<file path="src/rtl/regbus_write_sequencer.sv">
// Register-write bus initiator: queues write commands in a small FIFO and replays
// each one on the bus with timed setup, strobe and hold windows.
module regbus_write_sequencer #(
  parameter int ADDR_W     = 3,
  parameter int DATA_W     = 5,
  parameter int FIFO_DEPTH = 4,
  parameter int SETUP_CYC  = 2,
  parameter int STROBE_CYC = 100,
  parameter int HOLD_CYC   = 2
) (
  input  logic                        clk,
  input  logic                        rst,
  input  logic                        cmd_valid,
  output logic                        cmd_ready,
  input  logic [ADDR_W-1:0]           cmd_addr,
  input  logic [DATA_W-1:0]           cmd_data,
  output logic                        write_strobe,
  output logic [ADDR_W-1:0]           address,
  output logic [DATA_W-1:0]           data,
  output logic                        busy,
  output logic [$clog2(FIFO_DEPTH):0] fifo_count
);

  localparam int PTR_W   = $clog2(FIFO_DEPTH);
  localparam int WORD_W  = ADDR_W + DATA_W;
  localparam int CNT_MAX = (SETUP_CYC > STROBE_CYC)
                         ? ((SETUP_CYC > HOLD_CYC) ? SETUP_CYC : HOLD_CYC)
                         : ((STROBE_CYC > HOLD_CYC) ? STROBE_CYC : HOLD_CYC);
  localparam int CNT_W   = $clog2(CNT_MAX) + 1;

  localparam logic [PTR_W:0]   DEPTH_V     = (PTR_W+1)'(FIFO_DEPTH);
  localparam logic [PTR_W:0]   CNT_ONE     = (PTR_W+1)'(1);
  localparam logic [PTR_W:0]   CNT_ZERO    = (PTR_W+1)'(0);
  localparam logic [PTR_W-1:0] PTR_ONE     = PTR_W'(1);
  localparam logic [CNT_W-1:0] TMR_ZERO    = CNT_W'(0);
  localparam logic [CNT_W-1:0] TMR_ONE     = CNT_W'(1);
  localparam logic [CNT_W-1:0] SETUP_LAST  = CNT_W'(SETUP_CYC - 1);
  localparam logic [CNT_W-1:0] STROBE_LAST = CNT_W'(STROBE_CYC - 1);
  localparam logic [CNT_W-1:0] HOLD_LAST   = CNT_W'(HOLD_CYC - 1);

  typedef enum logic [1:0] {
    IDLE   = 2'd0,
    SETUP  = 2'd1,
    STROBE = 2'd2,
    HOLD   = 2'd3
  } state_t;

  state_t             state_r;
  logic [CNT_W-1:0]   tmr_r;
  logic [PTR_W:0]     count_r;
  logic [PTR_W:0]     count_nxt_s;
  logic [PTR_W-1:0]   wr_ptr_r;
  logic [PTR_W-1:0]   rd_ptr_r;
  logic [WORD_W-1:0]  mem_r [FIFO_DEPTH];
  logic [WORD_W-1:0]  head_s;
  logic               push_s;
  logic               pop_s;

  // A full queue refuses pushes even when it pops in the same cycle.
  assign cmd_ready  = !rst && (count_r < DEPTH_V);
  assign push_s     = cmd_valid && cmd_ready;
  assign fifo_count = count_r;
  assign head_s     = mem_r[rd_ptr_r];

  // Pop decision: from IDLE whenever work is queued, or on the last HOLD cycle.
  always_comb begin
    pop_s = 1'b0;
    case (state_r)
      IDLE:    pop_s = (count_r != CNT_ZERO);
      HOLD:    pop_s = (tmr_r == HOLD_LAST) && (count_r != CNT_ZERO);
      default: pop_s = 1'b0;
    endcase
  end

  // Next queue occupancy; a simultaneous push and pop leaves it unchanged.
  always_comb begin
    count_nxt_s = count_r;
    if (push_s && !pop_s) begin
      count_nxt_s = count_r + CNT_ONE;
    end else if (!push_s && pop_s) begin
      count_nxt_s = count_r - CNT_ONE;
    end else begin
      count_nxt_s = count_r;
    end
  end

  // Queue storage; stale entries are unreachable once the pointers reset.
  always_ff @(posedge clk) begin
    if (push_s) begin
      mem_r[wr_ptr_r] <= {cmd_addr, cmd_data};
    end
  end

  // Queue pointers and occupancy.
  always_ff @(posedge clk) begin
    if (rst) begin
      wr_ptr_r <= '0;
      rd_ptr_r <= '0;
      count_r  <= '0;
    end else begin
      if (push_s) begin
        wr_ptr_r <= wr_ptr_r + PTR_ONE;
      end
      if (pop_s) begin
        rd_ptr_r <= rd_ptr_r + PTR_ONE;
      end
      count_r <= count_nxt_s;
    end
  end

  // Bus sequencer: one shared window timer counts up to each window's last cycle.
  always_ff @(posedge clk) begin
    if (rst) begin
      state_r      <= IDLE;
      tmr_r        <= TMR_ZERO;
      write_strobe <= 1'b0;
      address      <= '0;
      data         <= '0;
      busy         <= 1'b0;
    end else begin
      case (state_r)
        IDLE: begin
          if (pop_s) begin
            state_r <= SETUP;
            tmr_r   <= TMR_ZERO;
            address <= head_s[WORD_W-1:DATA_W];
            data    <= head_s[DATA_W-1:0];
            busy    <= 1'b1;
          end else begin
            busy    <= (count_nxt_s != CNT_ZERO);
          end
        end
        SETUP: begin
          busy <= 1'b1;
          if (tmr_r == SETUP_LAST) begin
            state_r      <= STROBE;
            tmr_r        <= TMR_ZERO;
            write_strobe <= 1'b1;
          end else begin
            tmr_r <= tmr_r + TMR_ONE;
          end
        end
        STROBE: begin
          busy <= 1'b1;
          if (tmr_r == STROBE_LAST) begin
            state_r      <= HOLD;
            tmr_r        <= TMR_ZERO;
            write_strobe <= 1'b0;
          end else begin
            tmr_r <= tmr_r + TMR_ONE;
          end
        end
        HOLD: begin
          if (tmr_r == HOLD_LAST) begin
            tmr_r <= TMR_ZERO;
            if (pop_s) begin
              state_r <= SETUP;
              address <= head_s[WORD_W-1:DATA_W];
              data    <= head_s[DATA_W-1:0];
              busy    <= 1'b1;
            end else begin
              state_r <= IDLE;
              busy    <= (count_nxt_s != CNT_ZERO);
            end
          end else begin
            tmr_r <= tmr_r + TMR_ONE;
            busy  <= 1'b1;
          end
        end
        default: begin
          state_r      <= IDLE;
          tmr_r        <= TMR_ZERO;
          write_strobe <= 1'b0;
          busy         <= 1'b0;
        end
      endcase
    end
  end

endmodule

</file>
<file path="config.mk">
export PLATFORM = sky130hd
export DESIGN_NAME = regbus_write_sequencer
export DESIGN_NICKNAME = d
export VERILOG_FILES = /design/src/rtl/regbus_write_sequencer.sv
export SDC_FILE = /design/constraint.sdc
export NUM_CORES = 1
export LEC_CHECK = 0
export ABC_AREA = 1
export CORE_MARGIN = 4
export CORE_UTILIZATION = 57
export CTS_CLUSTER_DIAMETER = 200
export DETAILED_ROUTE_END_ITERATION = 7
export PLACE_DENSITY = 0.79
export SYNTH_ARGS = -nofsm -noshare
export SYNTH_HDL_FRONTEND = slang
export SYNTH_SLANG_ARGS = --single-unit
</file>
<file path="constraint.sdc">
create_clock -name clk -period 2.05 [get_ports clk]
set_input_delay 0.41 -clock clk [delete_from_list [all_inputs] [get_ports clk]]
set_output_delay 0.41 -clock clk [all_outputs]
set_load 0.01 [all_outputs]
</file>
==> results of run 1 <==
-- metal layers --
layer	part of all wire, %	track usage, %
met5	0	0
met4	2.5	10.68
met3	4.3	5.220
met2	50	32.02
met1	43	20.91
-- synth_stat cells --
master     n
nor2_1    48
inv_1     37
o21ai_0   36
edfxtp_1  32
dfxtp_1   29
nand2_1   29
ha_1      14
a21oi_1   12
a31oi_1    8
clkbuf_1   5
nand3_1    5
inv_2      3
nand2_2    3
nor3_1     3
xor2_1     3
nand4_2    2
nor2_2     2
a211oi_2   1
a21oi_2    1
a22oi_4    1
buf_2      1
buf_4      1
nand2_4    1
nand3_4    1
nand4_1    1
nor2_4     1
nor3_2     1
nor3b_2    1
o21ai_1    1
o21ai_4    1
o21bai_1   1
or2_0      1
or2_2      1
xnor2_1    1
-- worst paths after layout --
check / startpoint / end / cells past startpoint
worst max register to register: state_r[0] / busy / 13
worst min-delay path: rd_ptr_r[1] / flip-flop / 2
worst min register to register: rd_ptr_r[1] / flip-flop / 2
worst max-delay path: rst / cmd_ready / 3
-- per-stage QoR --
stage               utilization (%)  power, W  hold slack [ns]
floorplan                         -  0.002451           0.4363
global placement              66.25  0.002788           0.4475
detailed placement            66.25  0.002820           0.4502
CTS                           71.47  0.004136           0.4618
global route                  71.58  0.004376           0.4831
finish                        71.58  0.004111           0.4652
-- cell families after synthesis --
family	count (synthesis)	synth area share [%]
simple gates	100	16.90
compound gates	62	13.09
flops	61	55.82
buf+inv	47	6.570
fa+ha+maj	14	6.344
xor+xnor	4	1.269
-- power groups by stage --
stage                     Combinational [W]  Sequential (W)  Clock [W]
after CTS                           0.00128         0.00153    0.00133
final                               0.00127         0.00153    0.00131
after global placement              0.00123         0.00156          0
after detailed placement            0.00126         0.00156          0
after global routing                0.00144         0.00155    0.00138
after floorplan                    0.000884         0.00157          0
-- flip-flops by register name (all words and copies together) (netlist names), named ones only --
| register | count |
|---|---|
| address | 3 |
| busy | 1 |
| data | 5 |
| fifo_count | 3 |
| mem_r | 32 |
| rd_ptr_r | 2 |
| state_r | 2 |
| tmr_r | 8 |
| wr_ptr_r | 2 |
| write_strobe | 1 |
-- cell type report --
type	instances	area (um2)
timing repair buffer	34	315.3
tap	67	83.83
clock buffer	9	123.9
sequential	61	1541
fill	351	1343
clock inverter	7	122.6
multi-input combinational	180	1044
inverter	40	150.1
-- critical path, stage by stage --
cell,delay [ns]
clkdlybuf4s50_1,0.46
nor2_2,0.14
clkdlybuf4s50_1,0.55
-- repair_timing --
| item | in CTS | in global routing |
|---|---|---|
| resized for setup | 0 | 2 |
| setup buffers | 0 | 0 |
| setup endpoints to repair | 0 | 3 |
==> metrics.yaml, run 1 <==
clocking:
  root_buffer: "clkbuf_8"
  cts_tree: "built"
  cts.htree.levels: 3
  clockBufferDepth: 2
  clkLatencyLatePin_ns: 0.34
  cts-buffers-inserted: 9
  clk_pin_slew_worst_paths_ns: 0.07
  hold_buffers: 0
  cts_sinks: 61
timing:
  drv_slew: 0
  fin_crit_sh_pct: 95.80
  final_hold_viol_count: 0
  tightestPinTransition_ns: 0.4140
  rsz0062_at_grt: "false"
  fmax_mhz: 509.2
  timing.final.ws_setup_ns: 0.08608
  slew_headroom_pct: 72.37
  finalSetupTns_ns: 0
  period_needed_ns: 1.964
  finClkSkew_ns: 0.007044
  setup_viol: 0
floorplanning:
  core_area_um2: 4723
  start_util_pct: 58.46
  die_area_um2: 6022
  io_pins: 25
  die-height_um: 77.60
  die_w_um: 77.60
  rows: 25
power:
  irDropWorstVdd_uv: 643.6
  total_leakage_power_nw: 1.343
  p_switching_w: 0.001355
  p_comb_share_pct: 30.8
  p_int_w: 0.002756
  swShare_pct: 32.97
  powerDensity_nw_per_um2: 1216
  pwr-share-seq_pct: 37.3
  p_clk_share_pct: 31.9
synth:
  syn_inst: 288
  yosysWarnings: 0
  synthesis.nets: 313
  ys_types: 34
  ys_seq_area_share_pct: 55.82
  syn_area_um2: 2761
  synth-seq-cells: 61
  synthTopCellsByArea: "edfxtp_1 (35%), dfxtp_1 (21%), o21ai_0 (6.5%)"
  syn_avg_cell_area_um2: 9.588
  yosys.area.top_type: "edfxtp_1"
  yosysTopAreaCellShare_pct: 34.80
min_path:
  hp-class: "flip-flop to flip-flop"
layout:
  nets: 351
  final_cell_area_um2: 3381
  syn_to_final_growth_pct: 22.43
  final_cell_mix: "nor2_1 (47), inv_1 (37), o21ai_0 (36)"
  layout-drive-gt1-share_pct: 14.50
  antennaDiodeCount: 0
  final_common_cell: "nor2_1"
  fin_cells: 398
drt:
  drcViolationCount: 0
  routed_via_density: 5.085
  vias: 2024
  ant_nets: 0
  firstDrtPassIters: 6
  wl_per_cell_um: 12.66
  drt_iter0_markers: 84
  wl_um: 5037
critical_path:
  crit_arrival_ns: 1.55
  path_class: "input pin to output pin"
  end_kind: "output pin"
  reg2reg_slack_ns: 0.14
  cp-start-kind: "input pin"
  crit_fanout: 2
  critPathRequiredTime_ns: 1.64
placement:
  pre_cts_slack_ns: 0.02461
  portBuffers: 24
  place_area_um2: 3129
  placedCellCount: 382
  place_hpwl_um: 3435
  gp_congestion: 0.8566
global_route:
  antenna_found_initial: 0
  grt_pass1_vias: 2008
  track_usage_pct: 18.77
  grt_pass1_wl_um: 8694
  gr-total-overflow: 0
  grt_max_degree: 18
run:
  maxCapViolCount: 0
status:
  status: "complete, no violations"
Power figures use the tool's default switching activity.
==> run 2, diff against run 1 <==
--- a/config.mk
+++ b/config.mk
@@ -11,6 +11,7 @@
 export CTS_CLUSTER_DIAMETER = 200
 export DETAILED_ROUTE_END_ITERATION = 7
 export PLACE_DENSITY = 0.79
+export SKIP_CTS_REPAIR_TIMING = 1
 export SYNTH_ARGS = -nofsm -noshare
 export SYNTH_HDL_FRONTEND = slang
 export SYNTH_SLANG_ARGS = --single-unit
==> results of run 2 <==
Same layout as run 1: the final DEF is identical, and so are final timing and power.
